### src/rtl/sram_pkg.sv
// Shared definitions for the two-port SRAM arbiter: FSM encoding and default read latency.
package sram_pkg;

  typedef enum logic [1:0] {
    StIdle   = 2'd0,
    StAccess = 2'd1,
    StTurn   = 2'd2
  } arb_state_e;

  localparam int unsigned RdLatDefault = 2;

endpackage

### src/rtl/sram_rd_tag.sv
// Read-tag pipeline: Depth-deep shift register of {valid, port} that tracks reads in flight.
module sram_rd_tag #(
  parameter int unsigned Depth = 2
) (
  input  logic clk,
  input  logic rst_n,
  input  logic push_i,
  input  logic port_i,
  output logic valid_o,
  output logic port_o
);

  logic [Depth-1:0] valid_q, valid_d;
  logic [Depth-1:0] port_q, port_d;

  always_comb begin
    valid_d    = valid_q;
    port_d     = port_q;
    valid_d[0] = push_i;
    port_d[0]  = port_i;
    for (int unsigned i = 1; i < Depth; i++) begin
      valid_d[i] = valid_q[i-1];
      port_d[i]  = port_q[i-1];
    end
  end

  always_ff @(posedge clk or negedge rst_n) begin
    if (!rst_n) begin
      valid_q <= '0;
      port_q  <= '0;
    end else begin
      valid_q <= valid_d;
      port_q  <= port_d;
    end
  end

  assign valid_o = valid_q[Depth-1];
  assign port_o  = port_q[Depth-1];

endmodule

### src/rtl/sram_arbiter.sv
// Two-port SRAM arbiter with registered SRAM bus, write-to-read turnaround and in-order reads.
// Round-robin by default; define SRAM_ARB_P0_PRIO_EN for strict port-0 priority.
module sram_arbiter
  import sram_pkg::*;
#(
  parameter int unsigned AW     = 19,
  parameter int unsigned DW     = 8,
  parameter int unsigned RD_LAT = RdLatDefault
) (
  input  logic          clk,
  input  logic          rst_n,
  input  logic          p0_req,
  input  logic          p0_we,
  input  logic [AW-1:0] p0_addr,
  input  logic [DW-1:0] p0_wdata,
  output logic          p0_gnt,
  output logic          p0_rvalid,
  output logic [DW-1:0] p0_rdata,
  input  logic          p1_req,
  input  logic          p1_we,
  input  logic [AW-1:0] p1_addr,
  input  logic [DW-1:0] p1_wdata,
  output logic          p1_gnt,
  output logic          p1_rvalid,
  output logic [DW-1:0] p1_rdata,
  output logic          sram_wren,
  output logic [AW-1:0] sram_addr,
  output logic [DW-1:0] sram_d,
  input  logic [DW-1:0] sram_q
);

  arb_state_e    state_q;
  logic          wr_prev_q;
  logic          sram_wren_q;
  logic [AW-1:0] sram_addr_q;
  logic [DW-1:0] sram_d_q;
  logic          p0_rvalid_q, p1_rvalid_q;
  logic [DW-1:0] p0_rdata_q, p1_rdata_q;

  logic any_req, win, win_we, turn_needed, gnt;
  logic tag_valid, tag_port;

`ifdef SRAM_ARB_P0_PRIO_EN
  assign win = ~p0_req;
`else
  // Port last granted; reset to port 1 so port 0 wins the first tie.
  logic last_q;

  assign win = (p0_req & p1_req) ? ~last_q : ~p0_req;

  always_ff @(posedge clk or negedge rst_n) begin
    if (!rst_n) begin
      last_q <= 1'b1;
    end else if (gnt) begin
      last_q <= win;
    end
  end
`endif

  always_comb begin
    any_req     = p0_req | p1_req;
    win_we      = win ? p1_we : p0_we;
    // A read right behind a write on the bus must wait out one turnaround cycle.
    turn_needed = (state_q == StAccess) && wr_prev_q && any_req && !win_we;
    gnt         = rst_n && any_req && (state_q != StTurn) && !turn_needed;
    p0_gnt      = gnt & ~win;
    p1_gnt      = gnt & win;
  end

  always_ff @(posedge clk or negedge rst_n) begin
    if (!rst_n) begin
      state_q     <= StIdle;
      wr_prev_q   <= 1'b0;
      sram_wren_q <= 1'b0;
      sram_addr_q <= '0;
      sram_d_q    <= '0;
    end else begin
      wr_prev_q   <= gnt & win_we;
      sram_wren_q <= gnt & win_we;
      if (gnt) begin
        sram_addr_q <= win ? p1_addr : p0_addr;
        sram_d_q    <= win ? p1_wdata : p0_wdata;
      end
      unique case (state_q)
        StIdle: begin
          if (gnt) state_q <= StAccess;
        end
        StAccess: begin
          if (turn_needed) begin
            state_q <= StTurn;
          end else if (!gnt) begin
            state_q <= StIdle;
          end
        end
        StTurn: begin
          state_q <= StAccess;
        end
        default: begin
          state_q <= StIdle;
        end
      endcase
    end
  end

  sram_rd_tag #(
    .Depth (RD_LAT)
  ) u_rd_tag (
    .clk     (clk),
    .rst_n   (rst_n),
    .push_i  (gnt & ~win_we),
    .port_i  (win),
    .valid_o (tag_valid),
    .port_o  (tag_port)
  );

  always_ff @(posedge clk or negedge rst_n) begin
    if (!rst_n) begin
      p0_rvalid_q <= 1'b0;
      p1_rvalid_q <= 1'b0;
      p0_rdata_q  <= '0;
      p1_rdata_q  <= '0;
    end else begin
      p0_rvalid_q <= tag_valid & ~tag_port;
      p1_rvalid_q <= tag_valid & tag_port;
      if (tag_valid && !tag_port) p0_rdata_q <= sram_q;
      if (tag_valid && tag_port)  p1_rdata_q <= sram_q;
    end
  end

  assign sram_wren = sram_wren_q;
  assign sram_addr = sram_addr_q;
  assign sram_d    = sram_d_q;
  assign p0_rvalid = p0_rvalid_q;
  assign p1_rvalid = p1_rvalid_q;
  assign p0_rdata  = p0_rdata_q;
  assign p1_rdata  = p1_rdata_q;

endmodule

### config.mk
export PLATFORM = sky130hd
export DESIGN_NAME = sram_arbiter
export DESIGN_NICKNAME = d
export VERILOG_FILES = /design/src/rtl/sram_pkg.sv /design/src/rtl/sram_rd_tag.sv /design/src/rtl/sram_arbiter.sv
export SDC_FILE = /design/constraint.sdc
export NUM_CORES = 1
export LEC_CHECK = 0
export ABC_CLOCK_PERIOD_IN_PS = 1700
export BUFFER_PORTS_ARGS = -buffer_cell sky130_fd_sc_hd__buf_2
export CORE_UTILIZATION = 41
export DETAILED_ROUTE_END_ITERATION = 6
export PLACE_DENSITY = 0.75
export SYNTH_ARGS = -nofsm -noshare
export SYNTH_HDL_FRONTEND = slang
export SYNTH_HIERARCHICAL = 1
export SYNTH_SLANG_ARGS = --single-unit
### constraint.sdc
create_clock -name clk -period 1.7 [get_ports clk]
set_input_delay 0.17 -clock clk [delete_from_list [all_inputs] [get_ports clk]]
set_output_delay 0.17 -clock clk [all_outputs]
set_load 0.005 [all_outputs]
[After elaboration in Yosys (flattened, before gate mapping)]
Cells that the tools add are included.
Storage, ports and cells
  flip-flop bits (word level): 53
  input bits: 68
  output and inout port bits: 48
  word-level logic and storage cells: 50
Cells by class
  equality and inequality tests: 5
  mux-type cells: 8
  bitwise operators: 13
  reductions and logical operators: 13
Operators with widths (count)
  $mux W19: 1
  $logic_and A1 B1 Y1: 8
  $mux W8: 1
  $and A1 B1 Y1: 7
  $mux W2: 3
  $pmux W2 S3: 1
  $not A1 Y1: 5
  $ne A2 B2 Y1 const B: 2
  $logic_not A1 Y1: 3
  $ne A3 B3 Y1 const B: 1
  $eq A2 B1 Y1 const B: 1
  $eq A2 B2 Y1 const B: 1
  $logic_not A2 Y1: 1
  $mux W1: 2
  $reduce_and A2 Y1: 1
  $or A1 B1 Y1: 1

[Longest topological paths before layout]
  word-level depth: 10
  depth in mapped cells: 5
  depth with buffers taken out: 4

[Modules after synthesis]
Netlist, hierarchy kept.
Modules (own cells, without submodules)
  sram_arbiter: times used 1, cells an instance 152, area each 2259.7 um^2, sequential area each 1227.4 um^2
  sram_rd_tag: times used 1, cells an instance 4, area each 100.1 um^2, sequential area each 100.1 um^2

[Worst setup path before layout]
OpenSTA, ideal clock, no wires.
  path type: reg2reg
  start: register last_q
  end: register sram_addr_q[0] (netlist: sram_addr[0])
  library setup time: 0.128 ns
  arrival: 1.577 ns
  required time: 1.572 ns
  path slack: -0.005 ns
  stages on the path, launching flop included: 6
  buffers on the path: 1
  clock period less this slack: 1.705 ns
  path through: dfstp_2 > nand2b_1 > a31oi_2 > a21oi_4 > buf_6 > mux2_1
On the way
  longest elaborated chain between the ends: 7
  elaborated cells on any way between the ends: 8
  those cells by class: mux: 3; bitwise: 1; reduce/logical: 4
Ends and longest elaborated chain
  start, declared: RTL line sram_arbiter.sv:47  | logic last_q;
  start signal, assigned: RTL line sram_arbiter.sv:55  | last_q <= win;
  $not A1 Y1 *: RTL line sram_arbiter.sv:49  | assign win = (p0_req & p1_req) ? ~last_q : ~p0_req;
  $mux W1 *: RTL line sram_arbiter.sv:49
  $mux W1: RTL line sram_arbiter.sv:62  | win_we = win ? p1_we : p0_we;
  $logic_not A1 Y1: RTL line sram_arbiter.sv:64  | turn_needed = (state_q == StAccess) && wr_prev_q && any_req && !win_we;
  $logic_and A1 B1 Y1: RTL line sram_arbiter.sv:64
  $logic_not A1 Y1: RTL line sram_arbiter.sv:65  | gnt = rst_n && any_req && (state_q != StTurn) && !turn_needed;
  $logic_and A1 B1 Y1: RTL line sram_arbiter.sv:65
  end signal, assigned: RTL line sram_arbiter.sv:81  | sram_addr_q <= win ? p1_addr : p0_addr;
  end, declared: RTL line sram_arbiter.sv:35  | logic [AW-1:0] sram_addr_q;
Mark *: on every way between the ends. The rest lies on a longest branch, timed or not.
A chain may end at the register's enable or synchronous reset.

[Final worst setup path]
  start: register last_q
  end: register sram_addr_q[15] (netlist: sram_addr[15])
Same word-level chain as after synthesis.

==> results.cfg <==
[worst_setup_path]
rr_endpoint = sram_addr[15]
endpoint = sram_addr[15]
slowest_delay_ns = 0.56
crit_type = flip-flop to flip-flop
cp_cell_sequence = nand2b_4 -> a31oi_2 -> a21oi_4 -> buf_12 -> mux2_2
crit_start = last_q
start_kind = flip-flop
crit_path_end_kind = flip-flop
rrSetupSlack_ns = -0.001
worst_ep_arrival_time_ns = 1.89
r2r_start = last_q
crit_path_top_delay_cell = dfstp_2
cp_data_required_time_ns = 1.89
ff2ff_path_depth = 5
crit_path_max_fanout = 27

[clock_network]
clk_latency_ns = 0.30
cts-root-buf = clkbuf_8
clk_pin_slew_ns = 0.09
cts_tree = done
cts_buffer_depth = 2
ctsHtreeMaxLevel = 2
clock-sinks = 53
postCtsHoldBufs = 0
cts_made_buffers = 5

[timing]
clock.fmax_mhz = 588
setup_tns_ns = -0.00135
tightest_slew_ns = 0.641
rsz0062_at_grt = true
setup_viol = 1
period_share_pct = 100
drv_slew = 0
relSlewSlack_pct = 57.3
hold_viol_final = 0
worst_slack_ns = -0.00135
clock_skew_ns = 0.00379
fin_crit_ns = 1.70
holdWs_ns = 0.0345

[route]
vias = 1729
vias_per_cell = 4.88
ant_nets = 0
drt_wl_total_mm = 5.16
first_pass_iters = 3
wl_per_cell_um = 14.6
dr.first_iter.drc_count = 30
drc = 0

[floorplanning]
io_pins = 116
die_h_um = 77.9
dieWidth_um = 77.9
initial_core_util_pct = 42.6
rows = 27
fp.dieArea_um2 = 6060
coreArea_um2 = 5540

[logic_synthesis]
yosysSeqAreaShare_pct = 56.3
synthCells = 156
syn_area_um2 = 2360
yosys_register_bits = 53
yosysTopAreaCell = dfrtp_1
yosys.cell_types.count = 25
ys_warn_count = 6
synth_area_leaders = dfrtp_1, mux2_2, mux2_1
avgSynthCellArea_um2 = 15.1
yosysTopAreaCellShare_pct = 55.1
syn_nets = 224

[final_layout]
n_antenna_cell = 0
area_delta_synth_final_pct = 37.2
postLayoutCoreUtil_pct = 58.4
drive_above_1_share_pct = 72.7
fin_nets = 349

[pwr]
power_switching_uw = 871
power.leakage_uw = 0.00158
vdd_drop_max_mv = 0.589
p_seq_share_pct = 50.9
power.share.switching_pct = 26.7
p_clk_share_pct = 20.6
pwr-share-comb_pct = 28.5
power_density_nw_per_um2 = 1010
p_int_uw = 2390
finalPower_uw = 3260

[placement]
dp_slack_ns = 0.0175
port_buffers = 115
globalplace.congestion = 0.786
dp_hpwl_mm = 3.59

[grt]
grt.met2_usage_pct = 30.8
grt-busiest-layer = met2
grtUsageTotal_pct = 18.1
grt_max_degree = 54
grt_first_pass_wirelength_mm = 8.29
grt_util_met3_pct = 5.76
grt_util_met1_pct = 21.1
grt_pass1_vias = 1738
overflow = 0
antenna_found_initial = 0

[outcome]
status = complete, but fails checks
violations = negative setup slack

[worst_hold_path]
hp-class = primary input to asynchronous set/reset pin

[job]
max_cap_viol_count = 0
## sequential cells by signal, summed over array words and instances (netlist names)
| register | cells |
|---|---|
| last_q | 1 |
| p1_rdata | 8 |
| u_rd_tag/valid_q | 2 |
| p0_rvalid | 1 |
| sram_wren | 1 |
| sram_addr | 19 |
| u_rd_tag/port_q | 2 |
| state_q | 2 |
| sram_d | 8 |
| p1_rvalid | 1 |
| p0_rdata | 8 |
## worst max-delay path, delay by kind of cell, from the launching register on
| kind | cells | cell delay [ns] |
|---|---|---|
| compound gates | 2 | 0.29 |
| buf+inv | 1 | 0.20 |
| flops | 1 | 0.56 |
| mux | 1 | 0.35 |
| simple gates | 1 | 0.17 |
## Yosys cell counts
| cell | count |
|---|---|
| o21bai_1 | 1 |
| nand2_1 | 1 |
| inv_1 | 3 |
| dfstp_2 | 1 |
| o21a_1 | 1 |
| mux2_1 | 6 |
| nor2b_1 | 1 |
| buf_6 | 2 |
| a21bo_2 | 2 |
| nor3b_1 | 2 |
| a31oi_1 | 1 |
| dfrtp_1 | 52 |
| a21oi_4 | 1 |
| nand3b_1 | 1 |
| mux2_4 | 4 |
| o21ai_0 | 2 |
| nand2_2 | 1 |
| o221ai_2 | 1 |
| mux2_2 | 61 |
| clkbuf_1 | 1 |
| nand2b_1 | 1 |
| buf_2 | 3 |
| a31oi_2 | 1 |
| nor2_1 | 4 |
| nor3_1 | 2 |
## routing by layer
metal	wire (um)	vias up	share of wire, %
met5	0	-	0
met4	131	0	2.5
met3	336	13	6.5
met2	2560	80	50
met1	2130	830	41
li1	-	806	-
## kinds of logic after synthesis
kind of cell | share of synthesized area (%)
flip-flops | 56.3
buffers and inverters | 2.23
AND/OR/NAND/NOR | 2.97
multiplexers | 34.5
AO/OA/AOI/OAI | 4.03
## worst min-delay path by stage
stage / startpoint / end / slack, ns
final: rst_n / p1_rvalid / 0.03
after global routing: rst_n / sram_addr[10] / 0.08
after CTS: rst_n / sram_addr[10] / 0.07
after detailed placement: u_rd_tag/port_q[0] / u_rd_tag/port_q[1] / 0.33
after global placement: u_rd_tag/port_q[0] / u_rd_tag/port_q[1] / 0.33
after floorplan: rst_n / p0_rdata[0] / -0.13
## metrics by stage
step	std cells	cell area [um2]
after detailed placement	343	3050
after global routing	354	3240
after global placement	343	3050
final	354	3240
after floorplan	156	2360
after CTS	351	3150
## what timing repair did
action                                  4_1_cts  5_1_grt
endpoints found under the hold margin         0        0
pin swaps                                     1        2
cloned                                        0        3
buffers inserted                              0        0
resized for setup                             2        2
endpoints found under the setup margin        2       15
## cell usage in the layout (no fill, tap or decap), types with 3 or more instances in the layout
master / instances
buf_4: 4
clkbuf_8: 5
dfrtp_1: 52
buf_2: 115
clkbuf_16: 3
mux2_1: 6
mux2_2: 61
mux2_4: 4
nor2_1: 4
inv_1: 3
## power by group through the flow
stage | clock (uW) | combinational, uW | sequential (uW)
after floorplan | 0 | 409 | 1700
after global placement | 0 | 870 | 1670
after detailed placement | 0 | 893 | 1680
after CTS | 696 | 900 | 1660
after global routing | 770 | 1020 | 1690
final | 670 | 928 | 1660
## final cells by class
type                    instances  area (um2)
clock buffers                   6        72.6
inverters                       3        11.3
multi-input cells              94        1010
well taps                      72        90.1
fillers                       457        2300
flip-flops and latches         53        1330
repair buffers                124         721
clock inverters                 2        10.0
(Power assumes the default switching activity.)
